`src/rtl/plat_frame_ctrl.sv`:
```
// plat_frame_ctrl: per-frame sequencer for the platform block.
// Each frame pulse runs the platform req/ack handshake, then delivers at
// most one queued gadget effect from a small FIFO, so gadgets caught close
// together are applied one per frame.
// Optional feature macro: PLAT_FRAME_ACK_TIMEOUT_EN (abandon REQ after
// ACK_TIMEOUT cycles without ack and flag o_err[2]).
module plat_frame_ctrl #(
    parameter int FIFO_DEPTH     = 4,
    parameter int ACK_TIMEOUT    = 15,
    parameter int GADGET_BIT_CNT = 3
) (
    input  logic                      clk,
    input  logic                      rst_n,
    input  logic                      i_game_start,
    input  logic                      i_cal_frame,
    input  logic                      i_gadget_valid,
    input  logic [GADGET_BIT_CNT-1:0] i_gadget_effect,
    output logic                      o_fifo_full,
    output logic                      o_plat_req,
    input  logic                      i_plat_ack,
    output logic [GADGET_BIT_CNT-1:0] o_plat_gadget_effect,
    output logic                      o_plat_receive_gadget,
    output logic                      o_frame_done,
    output logic                      o_busy,
    output logic [2:0]                o_err
);

    localparam int AW = $clog2(FIFO_DEPTH);
    localparam int CW = AW + 1;

    typedef enum logic [1:0] {S_IDLE, S_REQ, S_DISP} state_t;

    state_t                    state_q, state_d;
    logic                      req_q, req_d;
    logic                      strobe_q, strobe_d;
    logic                      done_q, done_d;
    logic                      busy_q;
    logic                      full_q;
    logic [2:0]                err_q, err_d;
    logic [GADGET_BIT_CNT-1:0] eff_q, eff_d;

    logic [GADGET_BIT_CNT-1:0] mem_q [FIFO_DEPTH];
    logic [AW-1:0]             wr_q, rd_q;
    logic [CW-1:0]             cnt_q, cnt_d;
    logic                      fifo_empty, fifo_full, push, pop;

`ifdef PLAT_FRAME_ACK_TIMEOUT_EN
    logic [7:0]                to_q, to_d;
`endif

    assign fifo_empty = (cnt_q == '0);
    assign fifo_full  = (cnt_q == CW'(FIFO_DEPTH));

    // The head is popped while leaving DISPATCH, so a push landing in the
    // same cycle always sees the slot freed even when the queue was full.
    assign pop  = (state_q == S_DISP) && strobe_q && !i_game_start;
    assign push = i_gadget_valid && (!fifo_full || pop) && !i_game_start;

    always_comb begin
        cnt_d = cnt_q;
        if (i_game_start)
            cnt_d = '0;
        else
            cnt_d = cnt_q + CW'(push) - CW'(pop);
    end

    // Sequencer next state and next values of all registered outputs.
    always_comb begin
        state_d  = state_q;
        req_d    = 1'b0;
        strobe_d = 1'b0;
        done_d   = 1'b0;
        eff_d    = eff_q;
        err_d    = err_q;
`ifdef PLAT_FRAME_ACK_TIMEOUT_EN
        to_d     = to_q;
`endif
        if (i_game_start) begin
            state_d = S_IDLE;
            err_d   = '0;
            eff_d   = '0;
        end else begin
            if (i_gadget_valid && !push)
                err_d[0] = 1'b1;
            if (i_cal_frame && state_q != S_IDLE)
                err_d[1] = 1'b1;
            case (state_q)
                S_IDLE: begin
                    if (i_cal_frame) begin
                        state_d = S_REQ;
                        req_d   = 1'b1;
`ifdef PLAT_FRAME_ACK_TIMEOUT_EN
                        to_d    = '0;
`endif
                    end
                end
                S_REQ: begin
                    if (i_plat_ack) begin
                        // req drops on the ack edge; the platform would
                        // toggle its ack if req stayed high.
                        state_d  = S_DISP;
                        done_d   = 1'b1;
                        strobe_d = !fifo_empty;
                        if (!fifo_empty)
                            eff_d = mem_q[rd_q];
`ifdef PLAT_FRAME_ACK_TIMEOUT_EN
                    end else if (to_q == 8'(ACK_TIMEOUT - 1)) begin
                        // Abandon: finish the frame without applying a gadget.
                        state_d  = S_DISP;
                        done_d   = 1'b1;
                        err_d[2] = 1'b1;
`endif
                    end else begin
                        req_d = 1'b1;
`ifdef PLAT_FRAME_ACK_TIMEOUT_EN
                        to_d  = to_q + 8'd1;
`endif
                    end
                end
                S_DISP:  state_d = S_IDLE;
                default: state_d = S_IDLE;
            endcase
        end
    end

    // Sequencer state and registered outputs.
    always_ff @(posedge clk or negedge rst_n) begin
        if (!rst_n) begin
            state_q  <= S_IDLE;
            req_q    <= 1'b0;
            strobe_q <= 1'b0;
            done_q   <= 1'b0;
            eff_q    <= '0;
            err_q    <= '0;
            busy_q   <= 1'b0;
            full_q   <= 1'b0;
        end else begin
            state_q  <= state_d;
            req_q    <= req_d;
            strobe_q <= strobe_d;
            done_q   <= done_d;
            eff_q    <= eff_d;
            err_q    <= err_d;
            busy_q   <= (state_d != S_IDLE);
            full_q   <= (cnt_d == CW'(FIFO_DEPTH));
        end
    end

`ifdef PLAT_FRAME_ACK_TIMEOUT_EN
    // Ack wait counter, restarted on every REQ entry.
    always_ff @(posedge clk or negedge rst_n) begin
        if (!rst_n) to_q <= '0;
        else        to_q <= to_d;
    end
`endif

    // Gadget FIFO storage and pointers; game start flushes it.
    always_ff @(posedge clk or negedge rst_n) begin
        if (!rst_n) begin
            wr_q  <= '0;
            rd_q  <= '0;
            cnt_q <= '0;
            for (int i = 0; i < FIFO_DEPTH; i++) mem_q[i] <= '0;
        end else begin
            cnt_q <= cnt_d;
            if (i_game_start) begin
                wr_q <= '0;
                rd_q <= '0;
            end else begin
                if (push) begin
                    mem_q[wr_q] <= i_gadget_effect;
                    wr_q        <= wr_q + AW'(1);
                end
                if (pop)
                    rd_q <= rd_q + AW'(1);
            end
        end
    end

    assign o_plat_req            = req_q;
    assign o_plat_receive_gadget = strobe_q;
    assign o_plat_gadget_effect  = eff_q;
    assign o_frame_done          = done_q;
    assign o_busy                = busy_q;
    assign o_fifo_full           = full_q;
    assign o_err                 = err_q;

endmodule
```
`config.mk`:
```
export PLATFORM = sky130hd
export DESIGN_NAME = plat_frame_ctrl
export DESIGN_NICKNAME = d
export VERILOG_FILES = /design/src/rtl/plat_frame_ctrl.sv
export SDC_FILE = /design/constraint.sdc
export NUM_CORES = 1
export LEC_CHECK = 0
export ABC_AREA = 1
export CAP_MARGIN = 10
export CORE_MARGIN = 2
export CORE_UTILIZATION = 35
export DETAILED_ROUTE_END_ITERATION = 6
export PLACE_DENSITY = 0.54
export SKIP_CTS_REPAIR_TIMING = 1
export SYNTH_ARGS = -nofsm -noshare
export SYNTH_HDL_FRONTEND = slang
export SYNTH_SLANG_ARGS = --single-unit
```
`constraint.sdc`:
```
create_clock -name clk -period 2.1 [get_ports clk]
set_input_delay 0.42 -clock clk [delete_from_list [all_inputs] [get_ports clk]]
set_output_delay 0.42 -clock clk [all_outputs]
set_load 0.05 [all_outputs]
```
==> results of run 1 <==
[cell usage after synthesis (2+ instances only)]
library cell  count
inv_2             4
buf_2             2
clkbuf_1          2
a21oi_1           3
nand4_1          17
o21ai_0           2
inv_1            15
nor2_1           12
nand2_2           2
dfrtp_1          31
nand3_1          13
o21ai_1           3
ha_1              6
nand2_1          53
[stage by stage]
stage	std cells	cell area (um^2)	setup slack, ps
floorplan	177	1520	-237
global placement	252	1830	-402
detailed placement	252	1830	-460
CTS	260	1920	-172
global route	263	1960	-222
finish	263	1960	-72.2
[routing by layer]
metal	wire length [um]	global-route usage [%]
met2	1460	23.4
met3	176	5.48
met4	40	4.91
met1	1490	20.2
met5	0	0
[power breakdown]
group	internal (mW)	switching, mW	total (mW)
sequential	0.684	0.0547	0.739
combinational	0.121	0.181	0.303
clock	0.264	0.214	0.478
total	1.07	0.451	1.52
[placed cells by master, fill, tap and decap left out, types with 2 or more instances in the layout]
cell             count
nand4_1             17
clkbuf_8             6
o21ai_0              2
ha_1                 6
nand2_2              4
nand3_1             12
o21ai_1              3
inv_2                4
buf_4               16
clkdlybuf4s50_1     17
inv_1               15
nor2_2               2
dfrtp_1             30
nor2_1              11
nand2_1             51
a21oi_1              3
[registers in the layout, indices dropped and copies added (netlist names)]
signal / cells
o_fifo_full: 1
o_plat_gadget_effect: 3
o_plat_receive_gadget: 1
wr_q: 2
cnt_q: 3
o_frame_done: 1
o_err: 2
rd_q: 2
o_plat_req: 1
mem_q: 12
o_busy: 1
state_q: 2
[logic make-up after synthesis]
group / synth area share, %
buffers and inverters: 7.08
adders and majority gates: 6.26
other: 0.247
AOI/OAI and AO/OA: 5.19
and+or+nand+nor: 30.1
DFF: 51.1
[final cells by class]
type,instances,area share (%)
Multi-Input combinational cell,121,33.4
Tap cell,50,3.19
Inverter,19,3.64
Clock buffer,7,4.40
Clock inverter,1,0.255
Sequential cell,31,39.6
Timing Repair Buffer,34,15.4
[path summary, 6_finish.rpt]
kind,startpoint,slack [ps],to,cells past startpoint
setup / recovery,o_plat_receive_gadget$_DFF_PN0_,-70,o_fifo_full$_DFF_PN0_,14
hold / removal,mem_q[1]$_DFFE_PN0P_,490,mem_q[1]$_DFFE_PN0P_,2
setup reg to reg,o_plat_receive_gadget$_DFF_PN0_,-70,o_fifo_full$_DFF_PN0_,14
hold reg to reg,mem_q[1]$_DFFE_PN0P_,490,mem_q[1]$_DFFE_PN0P_,2
max in group asynchronous,rst_n,1280,o_plat_receive_gadget$_DFF_PN0_,2
min in group asynchronous,rst_n,520,o_err[1]$_DFFE_PN0P_,2
[worst min-delay path, stage by stage (launching register included)]
cell and delay (ps):
dfrtp_1 350, nand2_1 60, nand2_1 50
==> results_dict.tcl, run 1 <==
set metrics [dict create \
    status "finished with violations" \
    violations "setup timing" \
    setup_tns_ps -88.0 \
    crit_top_cell "nand2_2" \
    fill_cells 404 \
    ys.flop_type "dfrtp_1" \
    drt_iter0_markers 33 \
    max_stage_delay_ps 530 \
    rsz0062_at_grt "true" \
    syn_area_um2 1520 \
    grt_pass1_wl_um 5930 \
    place_congestion 0.775 \
    grt_antenna_before_repair 0 \
    synthDistinctLibCells 26 \
    synth_edf_count 0 \
    relSlewSlack_pct 66.6 \
    initial_core_util_pct 37.2 \
    dieArea_um2 4880 \
    whs_ps 489 \
    final-seq-area_um2 777 \
    fin_util_pct 48.0 \
    async_flop_share_pct 100 \
    ys.warnings.count 0 \
    setup_ws_ps -72.2 \
    synth-seq-cells 31 \
    cts_tree "built" \
    cts_buffers 5 \
    endpoint_kind "flop" \
    crit_buf_inv 3 \
    hold_class "reg -> reg" \
    vias 1265 \
    multi_input_comb_area_um2 656 \
    hpwl_um 2360 \
    syn_inst 177 \
    drtPass1Iterations 4 \
    grt_pass1_vias 1332 \
    power_density_nw_per_um2 775 \
    syn_avg_cell_area_um2 8.58 \
    viasPerCell 4.81 \
    p_leak_nw 1.00 \
    ir_drop_v 0.000376 \
    setup.worst_path.class "reg -> reg" \
    synth_top_area_share_pct 51.1 \
    cts-root-buf "clkbuf_8" \
    grt_start_max_net_pins 32 \
    wl_per_cell_um 12.0 \
    cts.sinks 31 \
    cp-start-kind "flop" \
    period_needed_ps 2170 \
    num_rows 23 \
    total_power_mw 1.52 \
    num_antenna_cells 0 \
    fp.dieH_um 69.9 \
    finalClockSkew_ps 7.49 \
    synth_area_leader_cell "dfrtp_1" \
    syn_nets 193 \
    path_cells "nand2_2, nor2_4, nand2_2, nand2_2, nand2_2, nor2_2, inv_1, ha_1, inv_1, ha_1, inv_1, fa_2, nor2_2, nor3_2" \
    drv_cap 0 \
    dieWidth_um 69.9 \
    cp.arrival_ps 2380 \
    drive_gt1_share_pct 18.3 \
    yosysSeqAreaShare_pct 51.1 \
    htreeDepth 2 \
    path_clk_slew_ps 70 \
    tightest_slew_ps 499 \
    period_share_pct 103 \
    clk_latency_ps 280 \
    hold_viol 0 \
    drtAntennaViolNets 0 \
    setup_viol 2 \
    core_um2 4090 \
    route.detailed.drc 0 \
    critPathMaxFanout 2 \
    pin_count 20 \
    cts_buffer_depth 2 \
    fin_nets 228 \
    cp.required_ps 2300 \
    fmax_mhz 460 \
    grt.total_usage_pct 15.3 \
    routed_wl_um 3170 \
    port_buffers 18 \
    area_delta_synth_final_pct 29.1 \
    synth_area_leaders "dfrtp_1 51%, nand2_1 13%, nand4_1 7.0%, ha_1 4.9%, nand3_1 4.3%" \
    slowest_stage "fa_2" \
    path_delay_family "adder cells" \
    grt-ovfl-total 0 \
    maxSlewViolCount 0 \
]
(Power assumes the default switching activity.)
==> inputs of run 2 (changes only) <==
==> constraint.sdc (replaced) <==
create_clock -name clk -period 1.85 [get_ports clk]
set_input_delay 0.37 -clock clk [delete_from_list [all_inputs] [get_ports clk]]
set_output_delay 0.37 -clock clk [all_outputs]
set_load 0.05 [all_outputs]
==> results_dict.tcl, run 2 (synthesis results as in run 1) <==
set metrics [dict create \
    maxSlewViolCount 0 \
    viasPerCell 4.84 \
    endpoint_kind "flop" \
    hpwl_um 2350 \
    setup_viol 3 \
    dp_slack_ps -617 \
    cp-start-kind "flop" \
    vias 1293 \
    grt_pass1_wl_um 5790 \
    place_congestion 0.795 \
    hold_class "in -> async" \
    fill_cells 400 \
    drtPass1Iterations 4 \
    rsz0062_at_grt "true" \
    finalClockSkew_ps 5.07 \
    initial_core_util_pct 37.2 \
    dpl_cell_area_um2 1830 \
    port_buffers 18 \
    path_clk_slew_ps 60 \
    drtAntennaViolNets 0 \
    violations "setup timing" \
    fin_cells 267 \
    period_needed_ps 2180 \
    clk_latency_ps 280 \
    pin_count 20 \
    grt_pass1_vias 1269 \
    critPathMaxFanout 2 \
    dieWidth_um 69.9 \
    drv_cap 0 \
    crit_top_cell "nand2_2" \
    grt_start_max_net_pins 32 \
    max_stage_delay_ps 530 \
    ir_drop_v 0.000358 \
    tightest_slew_ps 499 \
    cts_tree "built" \
    p_leak_nw 1.03 \
    slowest_stage "fa_2" \
    fp.dieH_um 69.9 \
    grt_antenna_before_repair 0 \
    fin_nets 232 \
    path_cells "nor2_4, nand2_2, nand2_2, nand2_2, nor2_2, inv_1, ha_1, inv_1, ha_2, inv_2, fa_2, nor2_2, nor3_1" \
    fmax_mhz 459 \
    hold_viol 0 \
    grt.total_usage_pct 15.0 \
    status "finished with violations" \
    final_cell_mix "51 x nand2_1, 30 x dfrtp_1, 27 x buf_4, 17 x nand4_1, 14 x inv_1" \
    setup_ws_ps -326 \
    route.detailed.drc 0 \
    power_density_nw_per_um2 895 \
    core_um2 4090 \
    cts-root-buf "clkbuf_8" \
    period_share_pct 118 \
    regMostFlops "mem_q" \
    final_cell_area_um2 1980 \
    htreeDepth 2 \
    setup.worst_path.class "reg -> reg" \
    final_common_cell "nand2_1" \
    wl_per_cell_um 12.6 \
    cts_buffers 5 \
    dp_cells 255 \
    whs_ps 476 \
    total_power_mw 1.78 \
    cts_buffer_depth 2 \
    cp.arrival_ps 2380 \
    largest_reg_flops 12 \
    drt_iter0_markers 53 \
    relSlewSlack_pct 66.6 \
    routed_wl_um 3370 \
    fin_util_pct 48.6 \
    cp.required_ps 2050 \
    area_delta_synth_final_pct 30.6 \
    cts.sinks 31 \
    grt-ovfl-total 0 \
    setup_tns_ps -763 \
    drive_gt1_share_pct 24.0 \
    num_antenna_cells 0 \
    dieArea_um2 4880 \
    num_rows 23 \
]
run 2: cell count changes in the layout (fill, tap and decap cells not counted), sizes merged:
cell / delta
clkinv: -1
clkbuf: +1
clkdlybuf4s50: -7
buf: +11
run 2: path summary, 6_finish.rpt:
kind,startpoint,end,slack [ps],cells after the start
worst max-delay path,state_q[0]$_DFF_PN0_,o_fifo_full$_DFF_PN0_,-330,13
worst min-delay path,rst_n,o_err[1]$_DFFE_PN0P_,480,2
worst max register to register,state_q[0]$_DFF_PN0_,o_fifo_full$_DFF_PN0_,-330,13
worst min register to register,mem_q[2]$_DFFE_PN0P_,mem_q[2]$_DFFE_PN0P_,480,2
max in group asynchronous,rst_n,o_plat_receive_gadget$_DFF_PN0_,1080,2
min in group clk,mem_q[2]$_DFFE_PN0P_,mem_q[2]$_DFFE_PN0P_,480,2
run 2: layer usage:
| layer | up-vias | track usage (%) | wire (um) |
|---|---|---|---|
| li1 | 653 | - | - |
| met1 | 606 | 19.8 | 1550 |
| met2 | 28 | 23.0 | 1590 |
| met3 | 6 | 4.47 | 161 |
| met4 | 0 | 6.41 | 61 |
| met5 | - | 0 | 0 |
run 2: cell type report:
type | instances | area, um^2 | area share [%]
flip-flops and latches | 31 | 777 | 39.2
clock buffers | 8 | 100 | 5.04
well taps | 50 | 62.6 | 3.15
repair buffers | 38 | 315 | 15.9
multi-input cells | 121 | 658 | 33.2
inverters | 19 | 71.3 | 3.59
run 2: worst max-delay path: cells and delay by family (launching register included):
kind / cells / cell delay [ps]
buf+inv: 3 / 150
flops: 1 / 400
simple gates: 7 / 610
fa+ha+maj: 3 / 950
run 2: power by group:
group          total [mW]  switching (mW)  internal [mW]
Clock               0.583           0.244          0.339
Combinational       0.351           0.209          0.143
Sequential          0.841          0.0642          0.777
Total                1.78           0.517           1.26
